### src/rtl/ld_use_stall_pkg.sv
// Shared ID-stage hazard definitions: register file geometry, load tracking limits
// and forwarding-select codes used by the neighbouring forwarding selector.
package ld_use_stall_pkg;

    localparam int unsigned NUM_REGS = 16;
    localparam int unsigned REG_W    = 4;
    localparam int unsigned MAX_LD   = 2;
    localparam int unsigned CNT_W    = 16;

    localparam logic [REG_W-1:0] REG_ZERO = '0;

    typedef enum logic [1:0] {
        FWD_RF  = 2'd0,
        FWD_EX  = 2'd1,
        FWD_MEM = 2'd2,
        FWD_WB  = 2'd3
    } fwd_sel_e;

    // r0 is hard-wired zero and never carries a hazard
    function automatic logic is_zero_reg(input logic [REG_W-1:0] r);
        return r == REG_ZERO;
    endfunction

endpackage

### src/rtl/ld_scoreboard.sv
// Per-register pending-load bit array: clear on writeback, set on load issue,
// with a small set of combinational index lookups.
module ld_scoreboard
    import ld_use_stall_pkg::*;
#(
    parameter int unsigned SB_REGS  = NUM_REGS,
    parameter int unsigned SB_IDX_W = REG_W,
    parameter int unsigned NUM_LK   = 4
) (
    input  logic                               clk,
    input  logic                               rst_n,
    input  logic                               clr_en_i,
    input  logic [SB_IDX_W-1:0]                clr_idx_i,
    input  logic                               set_en_i,
    input  logic [SB_IDX_W-1:0]                set_idx_i,
    input  logic [NUM_LK-1:0][SB_IDX_W-1:0]    lk_idx_i,
    output logic [NUM_LK-1:0]                  lk_hit_o,
    output logic [SB_REGS-1:0]                 pending_o
);

    logic [SB_REGS-1:0] pend_q;
    logic [SB_REGS-1:0] pend_d;

    // Clear first so a same-register release and re-issue leaves the bit set
    always_comb begin
        pend_d = pend_q;
        if (clr_en_i) begin
            pend_d[clr_idx_i] = 1'b0;
        end
        if (set_en_i) begin
            pend_d[set_idx_i] = 1'b1;
        end
    end

    always_ff @(posedge clk or negedge rst_n) begin
        if (!rst_n) begin
            pend_q <= '0;
        end else begin
            pend_q <= pend_d;
        end
    end

    always_comb begin
        lk_hit_o = '0;
        for (int k = 0; k < int'(NUM_LK); k++) begin
            lk_hit_o[k] = pend_q[lk_idx_i[k]];
        end
    end

    assign pending_o = pend_q;

endmodule

### src/rtl/ld_use_stall.sv
// Load-use hazard unit: tracks in-flight loads and stalls ID on RAW/WAW against
// them or when the load queue is full; keeps an error flag and stall counter.
module ld_use_stall
    import ld_use_stall_pkg::*;
(
    input  logic                      clk,
    input  logic                      rst_n,
    input  logic                      valid_ID,
    input  logic                      flush_ID,
    input  logic [REG_W-1:0]          rdReg1_ID,
    input  logic [REG_W-1:0]          rdReg2_ID,
    input  logic                      rdEn1_ID,
    input  logic                      rdEn2_ID,
    input  logic [REG_W-1:0]          wrReg_ID,
    input  logic                      wrEn_ID,
    input  logic                      isLoad_ID,
    input  logic                      memStall,
    input  logic                      ldDone_WB,
    input  logic [REG_W-1:0]          ldReg_WB,
    output logic                      stall_ID,
    output logic                      bubble_EX,
    output logic [NUM_REGS-1:0]       ldPending,
    output logic [$clog2(MAX_LD):0]   ldCount,
    output logic                      sbErr,
    output logic [CNT_W-1:0]          stallCnt
);

    localparam int unsigned LDCNT_W = $clog2(MAX_LD) + 1;
    localparam int unsigned NUM_LK  = 4;
    localparam logic [LDCNT_W-1:0] LD_FULL = LDCNT_W'(MAX_LD);

    logic [NUM_LK-1:0][REG_W-1:0] lk_idx;
    logic [NUM_LK-1:0]            lk_hit;
    logic [NUM_REGS-1:0]          pending;

    logic [LDCNT_W-1:0] ld_count_q, ld_count_d;
    logic               sb_err_q, sb_err_d;
    logic [CNT_W-1:0]   stall_cnt_q, stall_cnt_d;

    logic rel1, rel2, relw;
    logic raw1, raw2, waw, structural;
    logic stall, advance, issue, done_hit;

    assign lk_idx = {ldReg_WB, wrReg_ID, rdReg2_ID, rdReg1_ID};

    ld_scoreboard #(
        .SB_REGS  (NUM_REGS),
        .SB_IDX_W (REG_W),
        .NUM_LK   (NUM_LK)
    ) u_sb (
        .clk       (clk),
        .rst_n     (rst_n),
        .clr_en_i  (ldDone_WB),
        .clr_idx_i (ldReg_WB),
        .set_en_i  (issue),
        .set_idx_i (wrReg_ID),
        .lk_idx_i  (lk_idx),
        .lk_hit_o  (lk_hit),
        .pending_o (pending)
    );

    // A register released at WB this cycle is forwarded, so it is not a hazard
    always_comb begin
        rel1 = ldDone_WB & (ldReg_WB == rdReg1_ID);
        rel2 = ldDone_WB & (ldReg_WB == rdReg2_ID);
        relw = ldDone_WB & (ldReg_WB == wrReg_ID);

        raw1 = rdEn1_ID & ~is_zero_reg(rdReg1_ID) & lk_hit[0] & ~rel1;
        raw2 = rdEn2_ID & ~is_zero_reg(rdReg2_ID) & lk_hit[1] & ~rel2;
        waw  = wrEn_ID  & ~is_zero_reg(wrReg_ID)  & lk_hit[2] & ~relw;
        structural = isLoad_ID & wrEn_ID & (ld_count_q == LD_FULL) & ~ldDone_WB;

        stall    = valid_ID & ~flush_ID & (raw1 | raw2 | waw | structural);
        advance  = valid_ID & ~flush_ID & ~stall & ~memStall;
        issue    = advance & isLoad_ID & wrEn_ID & ~is_zero_reg(wrReg_ID);
        done_hit = ldDone_WB & lk_hit[3];
    end

    always_comb begin
        ld_count_d  = ld_count_q;
        sb_err_d    = sb_err_q;
        stall_cnt_d = stall_cnt_q;

        if (issue && !done_hit && ld_count_q != LD_FULL) begin
            ld_count_d = ld_count_q + LDCNT_W'(1);
        end else if (!issue && done_hit && ld_count_q != '0) begin
            ld_count_d = ld_count_q - LDCNT_W'(1);
        end

        if (ldDone_WB && !lk_hit[3]) begin
            sb_err_d = 1'b1;
        end

        if (stall && !(&stall_cnt_q)) begin
            stall_cnt_d = stall_cnt_q + CNT_W'(1);
        end
    end

    always_ff @(posedge clk or negedge rst_n) begin
        if (!rst_n) begin
            ld_count_q  <= '0;
            sb_err_q    <= 1'b0;
            stall_cnt_q <= '0;
        end else begin
            ld_count_q  <= ld_count_d;
            sb_err_q    <= sb_err_d;
            stall_cnt_q <= stall_cnt_d;
        end
    end

    assign stall_ID  = stall;
    assign bubble_EX = stall & ~memStall;
    assign ldPending = pending;
    assign ldCount   = ld_count_q;
    assign sbErr     = sb_err_q;
    assign stallCnt  = stall_cnt_q;

endmodule

### config.mk
export PLATFORM = sky130hd
export DESIGN_NAME = ld_use_stall
export DESIGN_NICKNAME = d
export VERILOG_FILES = /design/src/rtl/ld_use_stall_pkg.sv /design/src/rtl/ld_scoreboard.sv /design/src/rtl/ld_use_stall.sv
export SDC_FILE = /design/constraint.sdc
export NUM_CORES = 1
export LEC_CHECK = 0
export BUFFER_PORTS_ARGS = -buffer_cell sky130_fd_sc_hd__buf_2
export CORE_MARGIN = 2
export CORE_UTILIZATION = 55
export DETAILED_ROUTE_END_ITERATION = 16
export PLACE_DENSITY = 0.82
export REMOVE_ABC_BUFFERS = 1
export SLEW_MARGIN = 0
export SYNTH_ARGS = -nofsm -noshare
export SYNTH_HDL_FRONTEND = slang
export SYNTH_SLANG_ARGS = --single-unit
### constraint.sdc
create_clock -name clk -period 5.7 [get_ports clk]
set_input_delay 0.57 -clock clk [delete_from_list [all_inputs] [get_ports clk]]
set_output_delay 0.57 -clock clk [all_outputs]
set_load 0.01 [all_outputs]
==> qor.yml, run 1 <==
endpoint_kind: "primary output"
syn_inst: 239
ant_nets: 0
cts.sinks: 35
rrSetupSlack_ns: 2.86
ys_seq_elements: 35
yosys-top-cells-area: "dfrtp_1 (36%), mux4_2 (15%), xnor2_1 (6.5%)"
slowest_delay_ns: 0.53
portBuffers: 62
avgSynthCellArea_um2: 10.2
dieArea_um2: 4990
reg2reg_to: "stallCnt[1]"
io_pins: 63
drt_iter0_markers: 215
synth_top_area_cell: "dfrtp_1"
route.detailed.drc: 0
slew_viol_final: 0
grt_use_total_pct: 26.1
syn_area_um2: 2440
worst_setup_path_start_kind: "input port"
skew_ns: 0.00635
slew_headroom_pct: 48.2
rsz0062_at_grt: "false"
layout_common_cells: "buf_2 (62), dfrtp_1 (35), xnor2_1 (18), nand3_1 (17)"
tightest_slew_ns: 0.777
dp_cells: 333
cts_tree: "yes"
area_growth_pct: 16.7
synth_enable_flop_cells: 0
grt_max_degree: 36
dr.pass1.iters: 4
antenna_found_initial: 0
period_needed_ns: 3.42
gr-total-overflow: 0
die_x_um: 70.7
fmax_mhz: 292
clkSlewWorstSetupHoldPaths_ns: 0.07
grt_pass1_vias: 2024
power_density_nw_per_um2: 235
ctsHoldBuffers: 0
dp_hpwl_um: 4480
synth-async-reset-ratio_pct: 100
min_period_over_period_pct: 60.0
diodes: 0
worstSetupPathType: "input port to primary output"
finalNonFillerCells: 341
root_buffer: "clkbuf_8"
finalSetupTns_ns: 0
critical_path_required_ns: 5.13
path_depth: 8
reg2reg_from: "u_sb.pending_o[12]"
cpMaxStageDelayCell: "nand3_1"
cts.path.max_buffers: 2
htreeDepth: 2
min_path_type: "input port to asynchronous set/reset pin"
outcome: "completed"
hold_violations: 0
cts_made_buffers: 5
crit_path_end: "bubble_EX"
ys.flop_type: "dfrtp_1"
grt_pass1_wl_um: 10200
cp_max_fo: 17
synth_top_area_share_pct: 35.8
cts-resized-gates: 0
seq_area_frac_synth_pct: 35.8
wl_per_cell_um: 18.4
wl_um: 6280
n_fill_cell: 353
ir_drop_mv: 0.140
row_count: 24
yosysUniqueCellTypes: 37
reg2reg_depth: 7
start_util_pct: 56.5
finalNetCount: 315
cts_setup_buffers: 0
finalSetupViolations: 0
crit_path_start: "rdReg2_ID[0]"
viasPerCell: 6.56
path_delay_family: "simple AND/OR/NAND/NOR gates"
core_area_um2: 4320
vias: 2238
fp.dieH_um: 70.7
clock_latency_ns: 0.29
ys.warnings.count: 0
worst-path-buf-inv: 2
crit_arrival_ns: 2.85
leakage_nw: 1.28
gp_congestion: 0.942
path_cells: "buf_2 > mux4_2 > mux2i_1 > mux2i_1 > a32oi_2 > nand3_1 > nor3b_1 > buf_2"
maxCapViolCount: 0
drive_gt1_share_pct: 31.8
final_common_cell: "buf_2"
how the worst min path moves through the flow:
stage | startpoint | end | slack, ns | cells past startpoint
3_5_place_dp | sbErr | sbErr | 0.47 | 1
4_1_cts | rst_n | stallCnt[7] | 0.39 | 1
5_1_grt | rst_n | u_sb.pending_o[8] | 0.41 | 1
2_1_floorplan | rst_n | ldCount[0] | 0.27 | 0
6_report | rst_n | u_sb.pending_o[8] | 0.36 | 1
3_3_place_gp | sbErr | sbErr | 0.46 | 1
through the flow:
step	cell area, µm²	hold WS (ns)	utilization [%]	total power, mW	setup slack [ns]
after floorplan	2360	0.274	-	0.372	2.98
after global placement	2740	0.456	63.3	0.437	2.37
after detailed placement	2740	0.474	63.3	0.442	2.32
after CTS	2850	0.389	66.0	0.673	2.32
after global routing	2850	0.412	66.0	0.702	2.11
final	2850	0.356	66.0	0.671	2.28
synthesized netlist by cell type (2+ instances only):
library cell	instances
o31a_1	2
buf_2	7
nor3b_1	2
nand3b_1	4
nor3_1	7
clkbuf_1	13
or4_1	2
nand4_1	10
inv_1	5
nor2_1	7
a31oi_1	5
nor2b_1	3
mux2_2	2
nand3_2	2
and3_1	9
o21ai_0	16
xnor2_1	18
mux4_2	16
nand3_1	17
nor4b_1	2
dfrtp_1	35
nor4_1	2
o41ai_1	5
nand2_1	10
mux2i_1	6
xor2_1	7
a21oi_1	2
o31ai_1	10
nand2b_1	5
per-layer routing:
metal / up-vias / global-route usage (%) / wire length (µm)
met5: - / 0 / 0
met4: 0 / 9.01 / 152
met1: 1115 / 37.5 / 2690
li1: 1015 / - / -
met2: 94 / 39.9 / 3010
met3: 14 / 5.56 / 424
state kept, by name (all words and copies together), names as in the netlist:
register,flops
stallCnt,16
u_sb.pending_o,16
sbErr,1
ldCount,2
where the power goes:
group	switching, mW	internal (mW)
Combinational	0.0737	0.0631
Sequential	0.0331	0.268
Clock	0.0911	0.141
final cells by class:
| class | count | area, µm² | share of cell area [%] |
|---|---|---|---|
| Multi-Input combinational cell | 179 | 1470 | 51.4 |
| Sequential cell | 35 | 876 | 30.7 |
| Timing Repair Buffer | 62 | 310 | 10.9 |
| Clock buffer | 6 | 82.6 | 2.89 |
| Tap cell | 52 | 65.1 | 2.28 |
| Clock inverter | 2 | 35.0 | 1.23 |
| Inverter | 5 | 18.8 | 0.658 |
logic make-up after synthesis:
family / after synthesis / share of synthesized area [%]
buf+inv: 25 / 4.20
flops: 35 / 35.8
fa+ha+maj: 1 / 0.512
simple gates: 84 / 19.6
xor+xnor: 25 / 8.96
mux: 24 / 18.1
compound gates: 45 / 12.8
Note: power is estimated with default switching activity, not from simulation.
==> run 2, diff against run 1 <==
--- a/config.mk
+++ b/config.mk
@@ -7,9 +7,9 @@
 export LEC_CHECK = 0
 export BUFFER_PORTS_ARGS = -buffer_cell sky130_fd_sc_hd__buf_2
 export CORE_MARGIN = 2
-export CORE_UTILIZATION = 55
+export CORE_UTILIZATION = 48
 export DETAILED_ROUTE_END_ITERATION = 16
-export PLACE_DENSITY = 0.82
+export PLACE_DENSITY = 0.76
 export REMOVE_ABC_BUFFERS = 1
 export SLEW_MARGIN = 0
 export SYNTH_ARGS = -nofsm -noshare
==> constraint.sdc (replaced) <==
create_clock -name clk -period 3.13 [get_ports clk]
set_input_delay 0.313 -clock clk [delete_from_list [all_inputs] [get_ports clk]]
set_output_delay 0.313 -clock clk [all_outputs]
set_load 0.01 [all_outputs]
==> run 2 against run 1 <==
Net effect:
- die area rose by 14%
- sequential power rose by 80%
- sequential share of layout area fell by 0.20 points
- critical endpoint unchanged
==> qor.yml, run 2 (synthesized netlist as in run 1, its figures left out) <==
outcome: "completed"
min_period_over_period_pct: 90.9
power_density_nw_per_um2: 397
cts_tree: "yes"
reg2reg_to: "ldCount[0]"
grt_max_degree: 36
die_x_um: 75.4
grt_use_total_pct: 23.6
finalSetupViolations: 0
clock_latency_ns: 0.28
worst_setup_path_start_kind: "register"
reg2reg_from: "u_sb.pending_o[7]"
slowest_delay_ns: 0.50
diodes: 0
grt_pass1_wl_um: 10100
tightest_slew_ns: 0.821
start_util_pct: 50.7
portBuffers: 62
htreeDepth: 2
clkSlewWorstSetupHoldPaths_ns: 0.07
leakage_nw: 1.28
cpMaxStageDelayCell: "mux4_2"
area_growth_pct: 17.5
final_common_cell: "buf_2"
rrSetupSlack_ns: 0.54
maxCapViolCount: 0
core_area_um2: 4820
reg2reg_depth: 7
row_count: 25
dieArea_um2: 5680
grt_pass1_vias: 2037
critical_path_required_ns: 2.82
cts_made_buffers: 5
slew_headroom_pct: 45.3
gp_congestion: 0.896
cts_setup_buffers: 0
worstSetupPathType: "register to primary output"
dp_hpwl_um: 4540
cts.sinks: 35
io_pins: 63
whs_ns: 0.125
wl_per_cell_um: 18.1
antenna_found_initial: 0
crit_arrival_ns: 2.53
path_cells: "mux4_2 > mux2i_1 > nand2_1 > a32oi_2 > nand3_1 > nor3b_1 > buf_2"
drive_gt1_share_pct: 32.2
finalSetupTns_ns: 0
period_needed_ns: 2.85
wl_um: 6480
cp_max_fo: 8
gr-total-overflow: 0
rsz0062_at_grt: "false"
ir_drop_mv: 0.275
route.detailed.drc: 0
skew_ns: 0.00446
cts-resized-gates: 0
ant_nets: 0
root_buffer: "clkbuf_8"
dr.pass1.iters: 5
vias: 2258
min_path_type: "input port to asynchronous set/reset pin"
drt_iter0_markers: 250
layout_common_cells: "buf_2 (62), dfrtp_1 (35), xnor2_1 (18), nand3_1 (17)"
hold_violations: 0
fmax_mhz: 351
slew_viol_final: 0
viasPerCell: 6.29
cts.path.max_buffers: 2
fp.dieH_um: 75.4
endpoint_kind: "primary output"
n_fill_cell: 438
ctsHoldBuffers: 0
finalNetCount: 318
## run 2: per-stage QoR
stage | total power [mW] | util [%] | area, µm² | setup slack (ns) | instances
floorplan | 0.677 | - | 2360 | 0.698 | 219
global placement | 0.797 | 57.6 | 2780 | 0.522 | 351
detailed placement | 0.803 | 57.6 | 2780 | 0.480 | 351
CTS | 1.15 | 59.6 | 2870 | 0.316 | 359
global route | 1.20 | 59.6 | 2870 | 0.117 | 359
finish | 1.14 | 59.6 | 2870 | 0.285 | 359
## run 2: layout make-up
cell class              count  area [µm²]  share of cell area (%)
multi-input cells         179        1470                    51.0
clock buffers               7        86.3                    3.01
clock inverters             1        8.76                   0.305
repair buffers             65         333                    11.6
well taps                  67        83.8                    2.92
flip-flops and latches     35         876                    30.5
inverters                   5        18.8                   0.654
## run 2: how the worst max path moves through the flow
stage / depth (start not counted) / slack [ns] / endpoint / startpoint
finish: 7 / 0.28 / bubble_EX / u_sb.pending_o[7]
floorplan: 7 / 0.70 / ldCount[0] / u_sb.pending_o[3]
detailed placement: 8 / 0.48 / ldCount[0] / wrReg_ID[0]
global placement: 8 / 0.52 / ldCount[0] / wrReg_ID[0]
CTS: 7 / 0.32 / bubble_EX / u_sb.pending_o[7]
global route: 7 / 0.12 / bubble_EX / u_sb.pending_o[7]
## run 2: routing by layer
metal  global-route usage (%)  routed length, µm  vias to the layer above
li1                         -                  -                     1015
met1                     33.5               2760                     1130
met2                     38.6               3230                       98
met3                     2.78                368                       15
met4                     6.63                127                        0
met5                        0                  0                        -
## run 2: worst max-delay path, delay by kind of cell (launching register included)
kind | cells | cell delay, ns
AO/OA/AOI/OAI | 1 | 0.35
multiplexers | 2 | 0.65
buffers and inverters | 1 | 0.14
AND/OR/NAND/NOR | 3 | 0.64
flip-flops | 1 | 0.47
## run 2: power by group
group / total [mW] / switching (mW) / internal [mW]
combinational: 0.254 / 0.137 / 0.116
sequential: 0.543 / 0.0540 / 0.489
clock: 0.344 / 0.164 / 0.180
total: 1.14 / 0.356 / 0.786
